## src/rtl/arith_pkg.sv

```systemverilog
// rtl/arith_pkg.sv - shared constants and helpers for the select-and-add datapath
package arith_pkg;

  // Operand select encoding: which candidate becomes the second operand
  localparam logic SEL_B = 1'b0;
  localparam logic SEL_C = 1'b1;

  // Arithmetic mode encoding
  localparam logic OP_ADD = 1'b0;
  localparam logic OP_SUB = 1'b1;

  // Legal pipeline depth: two stages are needed for operand capture and compute
  localparam int STAGES_MIN = 2;
  localparam int STAGES_MAX = 16;

  // Result carries one extra bit so an add of two W-bit values never overflows
  function automatic int res_width(input int w);
    return w + 1;
  endfunction

endpackage

```

## src/rtl/pipe_stage.sv

```systemverilog
// rtl/pipe_stage.sv - one pipeline register with valid bit, stall enable and async clear
module pipe_stage #(
  parameter int DW = 8
) (
  input  logic          clk,
  input  logic          rst_n,
  input  logic          en,
  input  logic          valid_i,
  input  logic [DW-1:0] data_i,
  output logic          valid_o,
  output logic [DW-1:0] data_o
);

  logic          valid_q;
  logic          valid_d;
  logic [DW-1:0] data_q;
  logic [DW-1:0] data_d;

  // Hold everything while stalled; data only moves with a valid sample so the
  // output keeps the last real result across bubbles
  always_comb begin
    valid_d = valid_q;
    data_d  = data_q;
    if (en) begin
      valid_d = valid_i;
      if (valid_i) begin
        data_d = data_i;
      end
    end
  end

  // Stage register; reset aborts whatever sample is held here
  always_ff @(posedge clk or negedge rst_n) begin
    if (!rst_n) begin
      valid_q <= 1'b0;
      data_q  <= '0;
    end else begin
      valid_q <= valid_d;
      data_q  <= data_d;
    end
  end

  assign valid_o = valid_q;
  assign data_o  = data_q;

endmodule

```

## src/rtl/sel_add_pipe.sv

```systemverilog
// rtl/sel_add_pipe.sv - pipelined select-and-add/subtract unit with valid/ready flow control
module sel_add_pipe
  import arith_pkg::*;
#(
  parameter int W      = 12,
  parameter int STAGES = 4
) (
  input  logic                    clk,
  input  logic                    rst_n,
  input  logic                    in_valid,
  output logic                    in_ready,
  input  logic [W-1:0]            a,
  input  logic [W-1:0]            b,
  input  logic [W-1:0]            c,
  input  logic                    sel,
  input  logic                    sub,
  output logic                    out_valid,
  input  logic                    out_ready,
  output logic [res_width(W)-1:0] y
);

  localparam int RW  = res_width(W);
  // Stage 1 bundle: {sub, sel, c, b, a}
  localparam int OPW = 3 * W + 2;

  logic              advance;
  logic [STAGES-1:0] stg_valid;
  logic [OPW-1:0]    op_in;
  logic [OPW-1:0]    op_s1;
  logic [RW-1:0]     res_bus [1:STAGES-1];

  logic [W-1:0]      s1_a;
  logic [W-1:0]      s1_b;
  logic [W-1:0]      s1_c;
  logic              s1_sel;
  logic              s1_sub;
  logic [W-1:0]      s1_x;
  logic [RW-1:0]     res_s2_d;

  // Single global stall: the only thing that can stop the pipe is a result
  // sitting at the output that the consumer is not taking
  always_comb begin
    advance  = !(out_valid && !out_ready);
    in_ready = advance;
  end

  assign op_in = {sub, sel, c, b, a};

  assign s1_a   = op_s1[W-1:0];
  assign s1_b   = op_s1[2*W-1:W];
  assign s1_c   = op_s1[3*W-1:2*W];
  assign s1_sel = op_s1[3*W];
  assign s1_sub = op_s1[3*W+1];

  // Mux and add/sub between stage 1 and stage 2; both operands are
  // zero-extended so subtraction wraps modulo 2^(W+1)
  always_comb begin
    s1_x = (s1_sel == SEL_C) ? s1_c : s1_b;
    if (s1_sub == OP_SUB) begin
      res_s2_d = {1'b0, s1_a} - {1'b0, s1_x};
    end else begin
      res_s2_d = {1'b0, s1_a} + {1'b0, s1_x};
    end
  end

  // Stage 0 holds raw operands, stage 1 the computed result, the rest delay it
  for (genvar i = 0; i < STAGES; i++) begin : g_stage
    if (i == 0) begin : g_operands
      pipe_stage #(.DW(OPW)) u_stage (
        .clk     (clk),
        .rst_n   (rst_n),
        .en      (advance),
        .valid_i (in_valid),
        .data_i  (op_in),
        .valid_o (stg_valid[0]),
        .data_o  (op_s1)
      );
    end else if (i == 1) begin : g_compute
      pipe_stage #(.DW(RW)) u_stage (
        .clk     (clk),
        .rst_n   (rst_n),
        .en      (advance),
        .valid_i (stg_valid[0]),
        .data_i  (res_s2_d),
        .valid_o (stg_valid[1]),
        .data_o  (res_bus[1])
      );
    end else begin : g_delay
      pipe_stage #(.DW(RW)) u_stage (
        .clk     (clk),
        .rst_n   (rst_n),
        .en      (advance),
        .valid_i (stg_valid[i-1]),
        .data_i  (res_bus[i-1]),
        .valid_o (stg_valid[i]),
        .data_o  (res_bus[i])
      );
    end
  end

  assign out_valid = stg_valid[STAGES-1];
  assign y         = res_bus[STAGES-1];

endmodule
```

## config.mk

```make
export PLATFORM = sky130hd
export DESIGN_NAME = sel_add_pipe
export DESIGN_NICKNAME = d
export VERILOG_FILES = /design/src/rtl/arith_pkg.sv /design/src/rtl/pipe_stage.sv /design/src/rtl/sel_add_pipe.sv
export SDC_FILE = /design/constraint.sdc
export NUM_CORES = 1
export LEC_CHECK = 0
export ABC_AREA = 1
export BUFFER_PORTS_ARGS = -buffer_cell sky130_fd_sc_hd__buf_4
export CAP_MARGIN = 5
export CORE_UTILIZATION = 30
export CTS_CLUSTER_DIAMETER = 60
export DETAILED_ROUTE_END_ITERATION = 7
export PLACE_DENSITY = 0.52
export SLEW_MARGIN = 20
export SYNTH_ARGS = -nofsm -noshare
export SYNTH_HDL_FRONTEND = slang
export SYNTH_SLANG_ARGS = --single-unit
```

## constraint.sdc

```tcl
create_clock -name clk -period 3.1 [get_ports clk]
set_input_delay 0.62 -clock clk [delete_from_list [all_inputs] [get_ports clk]]
set_output_delay 0.62 -clock clk [all_outputs]
set_load 0.05 [all_outputs]
```

## Word level (Yosys, flattened, before mapping)

Cells that the tools add are included.
Widths: inputs -> output; s select.

| operators by class | value |
|---|---|
| add/sub/neg operators | 2 |
| mux-type cells | 2 |
| bitwise operators | 1 |
| reduce and logical (&&, ||, !) cells | 7 |

Operators by type and width:

| operator | count |
|---|---|
| $add 12x12->13 | 1 |
| $mux 13 | 1 |
| $sub 12x12->13 | 1 |
| $mux 12 | 1 |
| $reduce_and 2->1 | 4 |
| $logic_not 1->1 | 2 |
| $logic_and 1x1->1 | 1 |
| $not 1->1 | 1 |

| storage, ports and cells | value |
|---|---|
| register bits after elaboration | 81 |
| bits of input ports | 42 |
| output and inout port bits | 15 |
| word-level logic and storage cells | 20 |

## Longest topological paths before layout

| depth | value |
|---|---|
| word-level depth | 4 |
| depth in mapped cells | 21 |
| mapped depth without buffers | 20 |

## Cells and area by module

A second synthesis with hierarchy kept.

| second synthesis, totals | value |
|---|---|
| cells, all modules | 598 |
| area total of the unflattened synthesis | 4439.3 um^2 |

By module, submodules not included:

| module | times used | cells an instance | area each (um^2) | seq. area each (um^2) |
|---|---|---|---|---|
| pipe_stage at g_stage[1].g_compute.u_stage ... | 3 | 59 | 551.8 | 350.3 |
| pipe_stage at g_stage[0].g_operands.u_stage | 1 | 168 | 1522.7 | 975.9 |
| sel_add_pipe | 1 | 253 | 1261.2 | 0.0 |

## Worst setup path before layout

OpenSTA, ideal clock, no wires.

| timing | value |
|---|---|
| path kind | flip-flop to flip-flop |
| start | register g_stage[0].g_operands.u_stage.data_q[36] |
| end | register g_stage[1].g_compute.u_stage.data_q[12] |
| arrival time | 2338 ps |
| required time | 2983 ps |
| setup slack | 645 ps |
| stages on the path, launching flop included | 20 |
| period minus slack after synthesis | 2455 ps |
| cells stage by stage | dfrtp_1 inv_2 buf_6 nand2_2 nand2_2 inv_1 ha_1 nand3_1 nor2_2 nand3_1 nand2_2 xor2_1 ha_1 nand2_1 nor2_1 nand3_1 nand3_1 nand3_1 nand3_1 nand2_1 |

| on the way | value |
|---|---|
| word-level cells in the longest chain between the ends | 3 |

Ends and longest elaborated chain:

| element | RTL line | RTL |
|---|---|---|
| start: declaration | pipe_stage.sv:16 | `logic [DW-1:0] data_q;` |
| start signal: assignment | pipe_stage.sv:39 | `data_q <= data_d;` |
| $mux 12 (*) | sel_add_pipe.sv:58 | `s1_x = (s1_sel == SEL_C) ? s1_c : s1_b;` |
| $add 12x12->13 / $sub 12x12->13 (equally long branches) | sel_add_pipe.sv:62, sel_add_pipe.sv:60 |  |
| $mux 13 (*) | sel_add_pipe.sv:59 | `if (s1_sub == OP_SUB) begin` |
| end signal: assignment | pipe_stage.sv:39 |  |
| end: declaration | pipe_stage.sv:16 |  |

Mark *: on every way between the ends. The rest lies on a longest branch, timed or not.
A chain may end at the register's enable or synchronous reset.

## Worst setup path after layout

Same ends and word-level chain as after synthesis.

==> flow_summary_export.csv <==
group,metric,value,unit
routing,drt_iter0_drc,148,
critical_path,r2r_slack,340,ps
logic_synthesis,ys_async_sr_fraction,1.000,
timing,worst_slew_pin_slew,738.7,ps
critical_path,setup.worst_path.end,"g_stage[1].g_compute.u_stage.data_o[12]$_DFFE_PN0P_",
cts,clk_latency,340,ps
layout,postLayoutCoreUtil,0.3799,
pwr,p_per_area,1125,nW/µm²
logic_synthesis,syn_area,4202,µm²
placed_design,globalplace.congestion,0.8789,
logic_synthesis,synth_top_area_cell,"dfrtp_1",
timing,final_hold_viol_count,0,
critical_path,crit_chain,"inv_2 > nand2_1 > and2_1 > ha_1 > nand3_1 > nor2_2 > nand3_1 > nand2_2 > o21ai_2 > xor2_1 > ha_1 > nand2_1 > nor2_1 > nand3_1 > nand3_1 > nand3_1 > nand3_1 > nand2_1",
timing,rsz0062_at_grt,"false",
logic_synthesis,synth.distinct_cells,32,
pwr,design_power_total,5.751,mW
critical_path,arrival,2990,ps
critical_path,end_kind,"flip-flop",
routing,via_count,3078,
placed_design,hpwlAfterDp,6799,µm
logic_synthesis,yosysSeqAreaShare,0.4824,
global_route,use_met1,0.1640,
timing,fin_crit,2764,ps
timing,layout_setup_ws,335.9,ps
global_route,grt_max_degree,82,
critical_path,cp.depth,18,
critical_path,required,3330,ps
layout,area_growth,21.65,%
routing,viasPerCell,4.461,
global_route,grt_pass1_wl,15260,µm
routing,wl,8799,µm
critical_path,startpoint,"g_stage[0].g_operands.u_stage.data_o[36]$_DFFE_PN0P_",
timing,maxSlewHeadroom,0.5076,
run_status,outcome,"completed",
layout,final_layout_size_suffix_gt1_frac,0.3035,
timing,drv_slew,0,
timing,fin_crit_sh,0.8916,
logic_synthesis,netlist_instances,448,
logic_synthesis,synth.most_common_cell,"nand2_1",
timing,finalSetupTns,0,ps
floorplan,coreArea,13450,µm²
critical_path,worst_setup_path_start_kind,"flip-flop",
critical_path,cp_slowest_cell,"dfrtp_2",
min_path,hold_path.class,"input port to asynchronous set/reset pin",
critical_path,r2r-end,"g_stage[1].g_compute.u_stage.data_o[12]$_DFFE_PN0P_",
flow_run,maxCapViolations,0,
routing,antenna_left,0,
logic_synthesis,synth_top_flop_cell,"dfrtp_1",
logic_synthesis,synth_edf_count,0,
routing,wl_per_cell,12.75,µm
critical_path,r2r_cells,18,
placed_design,pre_cts_slack,164.6,ps
floorplan,fp.dieW,120.3,µm
timing,finalSetupViolations,0,
layout,fin_nets,565,
floorplan,ios,57,
cts,cts_buffers,9,
layout,fillerInstances,1383,
logic_synthesis,synth_area_leaders,"dfrtp_1 48%, mux2_2 11%, nand2_1 8.9%, ha_1 3.9%, inv_1 3.3%",
pwr,ir_drop,0.2951,mV
critical_path,r2r_start,"g_stage[0].g_operands.u_stage.data_o[36]$_DFFE_PN0P_",
layout,num_antenna_cells,0,
routing,drc,0,
cts,cts_root_buf,"clkbuf_16",
pwr,leakage,2.504,nW
logic_synthesis,ys_top_cells_by_count,"100 x nand2_1, 81 x dfrtp_1, 40 x mux2_2",
logic_synthesis,yosys_register_bits,81,
placed_design,port_buffers,56,
critical_path,cp_top_family,"simple AND/OR/NAND/NOR gates",
cts,cts_tree,"done",
critical_path,slowest_delay,430,ps
cts,clock-sinks,81,
routing,firstDrtPassIters,4,
floorplan,fp.dieH,120.3,µm
logic_synthesis,synth_top_area_share,0.4824,
floorplan,dieArea,14480,µm²
global_route,grt.busiest_layer,"met2",
global_route,antenna_found_initial,0,
logic_synthesis,ys_warn_count,0,
logic_synthesis,synth_area_per_cell,9.378,µm²
global_route,grt_pass1_vias,3182,
cts,postCtsHoldBufs,0,
global_route,track_usage,0.1362,
global_route,grtUsageMet2,0.2288,
timing,clock_skew,5.451,ps
timing,fmax,361.8,MHz
critical_path,crit_top_cell,"nand3_1",
cts,htreeDepth,3,
critical_path,worstPathMaxFanout,8,
global_route,met3_usage,0.03632,
floorplan,row_count,42,
logic_synthesis,mappedNetlistNets,504,
critical_path,cp_num_buf_inv,1,
floorplan,initial_core_util,0.3123,
global_route,grt-ovfl-total,0,
critical_path,crit_type,"flip-flop to flip-flop",
cts,clock_path_buffers,2,
cts,clk_pin_slew_worst_paths,60,ps
kinds of logic (layout without fill, tap and decap cells):
family / after synthesis / in the layout / synth area share
AOI/OAI and AO/OA: 51 / 51 / 0.06373
xor gates and xnor gates: 15 / 15 / 0.03306
adders and majority gates: 14 / 14 / 0.04348
buffers and inverters: 57 / 123 / 0.05836
DFF: 81 / 81 / 0.4824
muxes: 40 / 40 / 0.1072
and+or+nand+nor: 190 / 190 / 0.2117
worst min-delay path by stage:
| stage | start | endpoint | slack [ps] | depth (start not counted) |
|---|---|---|---|---|
| after floorplan | rst_n | g_stage[0].g_operands.u_stage.data_o[0]$_DFFE_PN0P_ | 320 | 0 |
| after global placement | g_stage[2].g_delay.u_stage.data_o[6]$_DFFE_PN0P_ | g_stage[2].g_delay.u_stage.data_o[6]$_DFFE_PN0P_ | 460 | 2 |
| after detailed placement | g_stage[2].g_delay.u_stage.data_o[6]$_DFFE_PN0P_ | g_stage[2].g_delay.u_stage.data_o[6]$_DFFE_PN0P_ | 470 | 2 |
| after CTS | g_stage[2].g_delay.u_stage.data_o[6]$_DFFE_PN0P_ | g_stage[2].g_delay.u_stage.data_o[6]$_DFFE_PN0P_ | 480 | 2 |
| after global routing | rst_n | g_stage[3].g_delay.u_stage.data_o[6]$_DFFE_PN0P_ | 370 | 1 |
| final | rst_n | g_stage[3].g_delay.u_stage.data_o[6]$_DFFE_PN0P_ | 310 | 1 |
worst reg2reg max path, delay by kind of cell, from the launching register on:
kind	cells	cell delay, ps
simple gates	13	1390
fa+ha+maj	2	530
flops	1	430
xor+xnor	1	150
buf+inv	1	70
compound gates	1	70
routing by layer:
layer	part of all wire	up-vias
met5	0	-
met4	0.023	0
met3	0.031	15
met2	0.49	49
met1	0.46	1437
li1	-	1577
what timing repair did:
| item | 4_1_cts | 5_1_grt |
|---|---|---|
| buffers inserted | 0 | 2 |
| setup endpoints to repair | 0 | 4 |
| gates resized for setup | 0 | 1 |
| endpoints found under the hold margin | 0 | 0 |
layout make-up:
class,count,area [µm²],share of cell area
flip-flops and latches,81,2028,0.3968
clock buffers,10,229.0,0.04480
inverters,45,170.2,0.03329
multi-input cells,310,1929,0.3775
well taps,176,220.2,0.04308
clock inverters,6,67.56,0.01322
repair buffers,62,466.7,0.09131
per-stage QoR:
stage          hold slack [ps]  instances  area [µm²]
4_1_cts                  484.0        688        5094
6_report                 305.5        690        5111
2_1_floorplan            324.4        448        4202
5_1_grt                  370.5        690        5111
3_3_place_gp             456.8        672        4797
3_5_place_dp             468.0        672        4797
report_power, final:
part / switching, mW / total [mW] / internal (mW) / leakage [nW]
clock network: 0.422 / 1.05 / 0.626 / 0.139
logic: 1.85 / 2.99 / 1.13 / 1.40
registers: 0.232 / 1.71 / 1.48 / 0.961
placed cells by master, fill, tap and decap left out, drive strengths merged, types with 4 or more instances in the layout:
cell and n:
nand2 119, inv 44, clkinv 4, mux2 40
ha 13, xor2 10, nor2 36, o21ai 29
buf 61, nand4 7, dfrtp 81, clkbuf 11
nand3 26, a21oi 20, xnor2 5
flip-flops by register name (all words and copies together), names as in the netlist:
name	count
g_stage.g_operands.u_stage.data_o	38
g_stage.g_delay.u_stage.data_o	26
g_stage.g_compute.u_stage.data_o	13
g_stage.g_delay.u_stage.valid_o	2
g_stage.g_operands.u_stage.valid_o	1
g_stage.g_compute.u_stage.valid_o	1
Power figures use the tool's default switching activity.
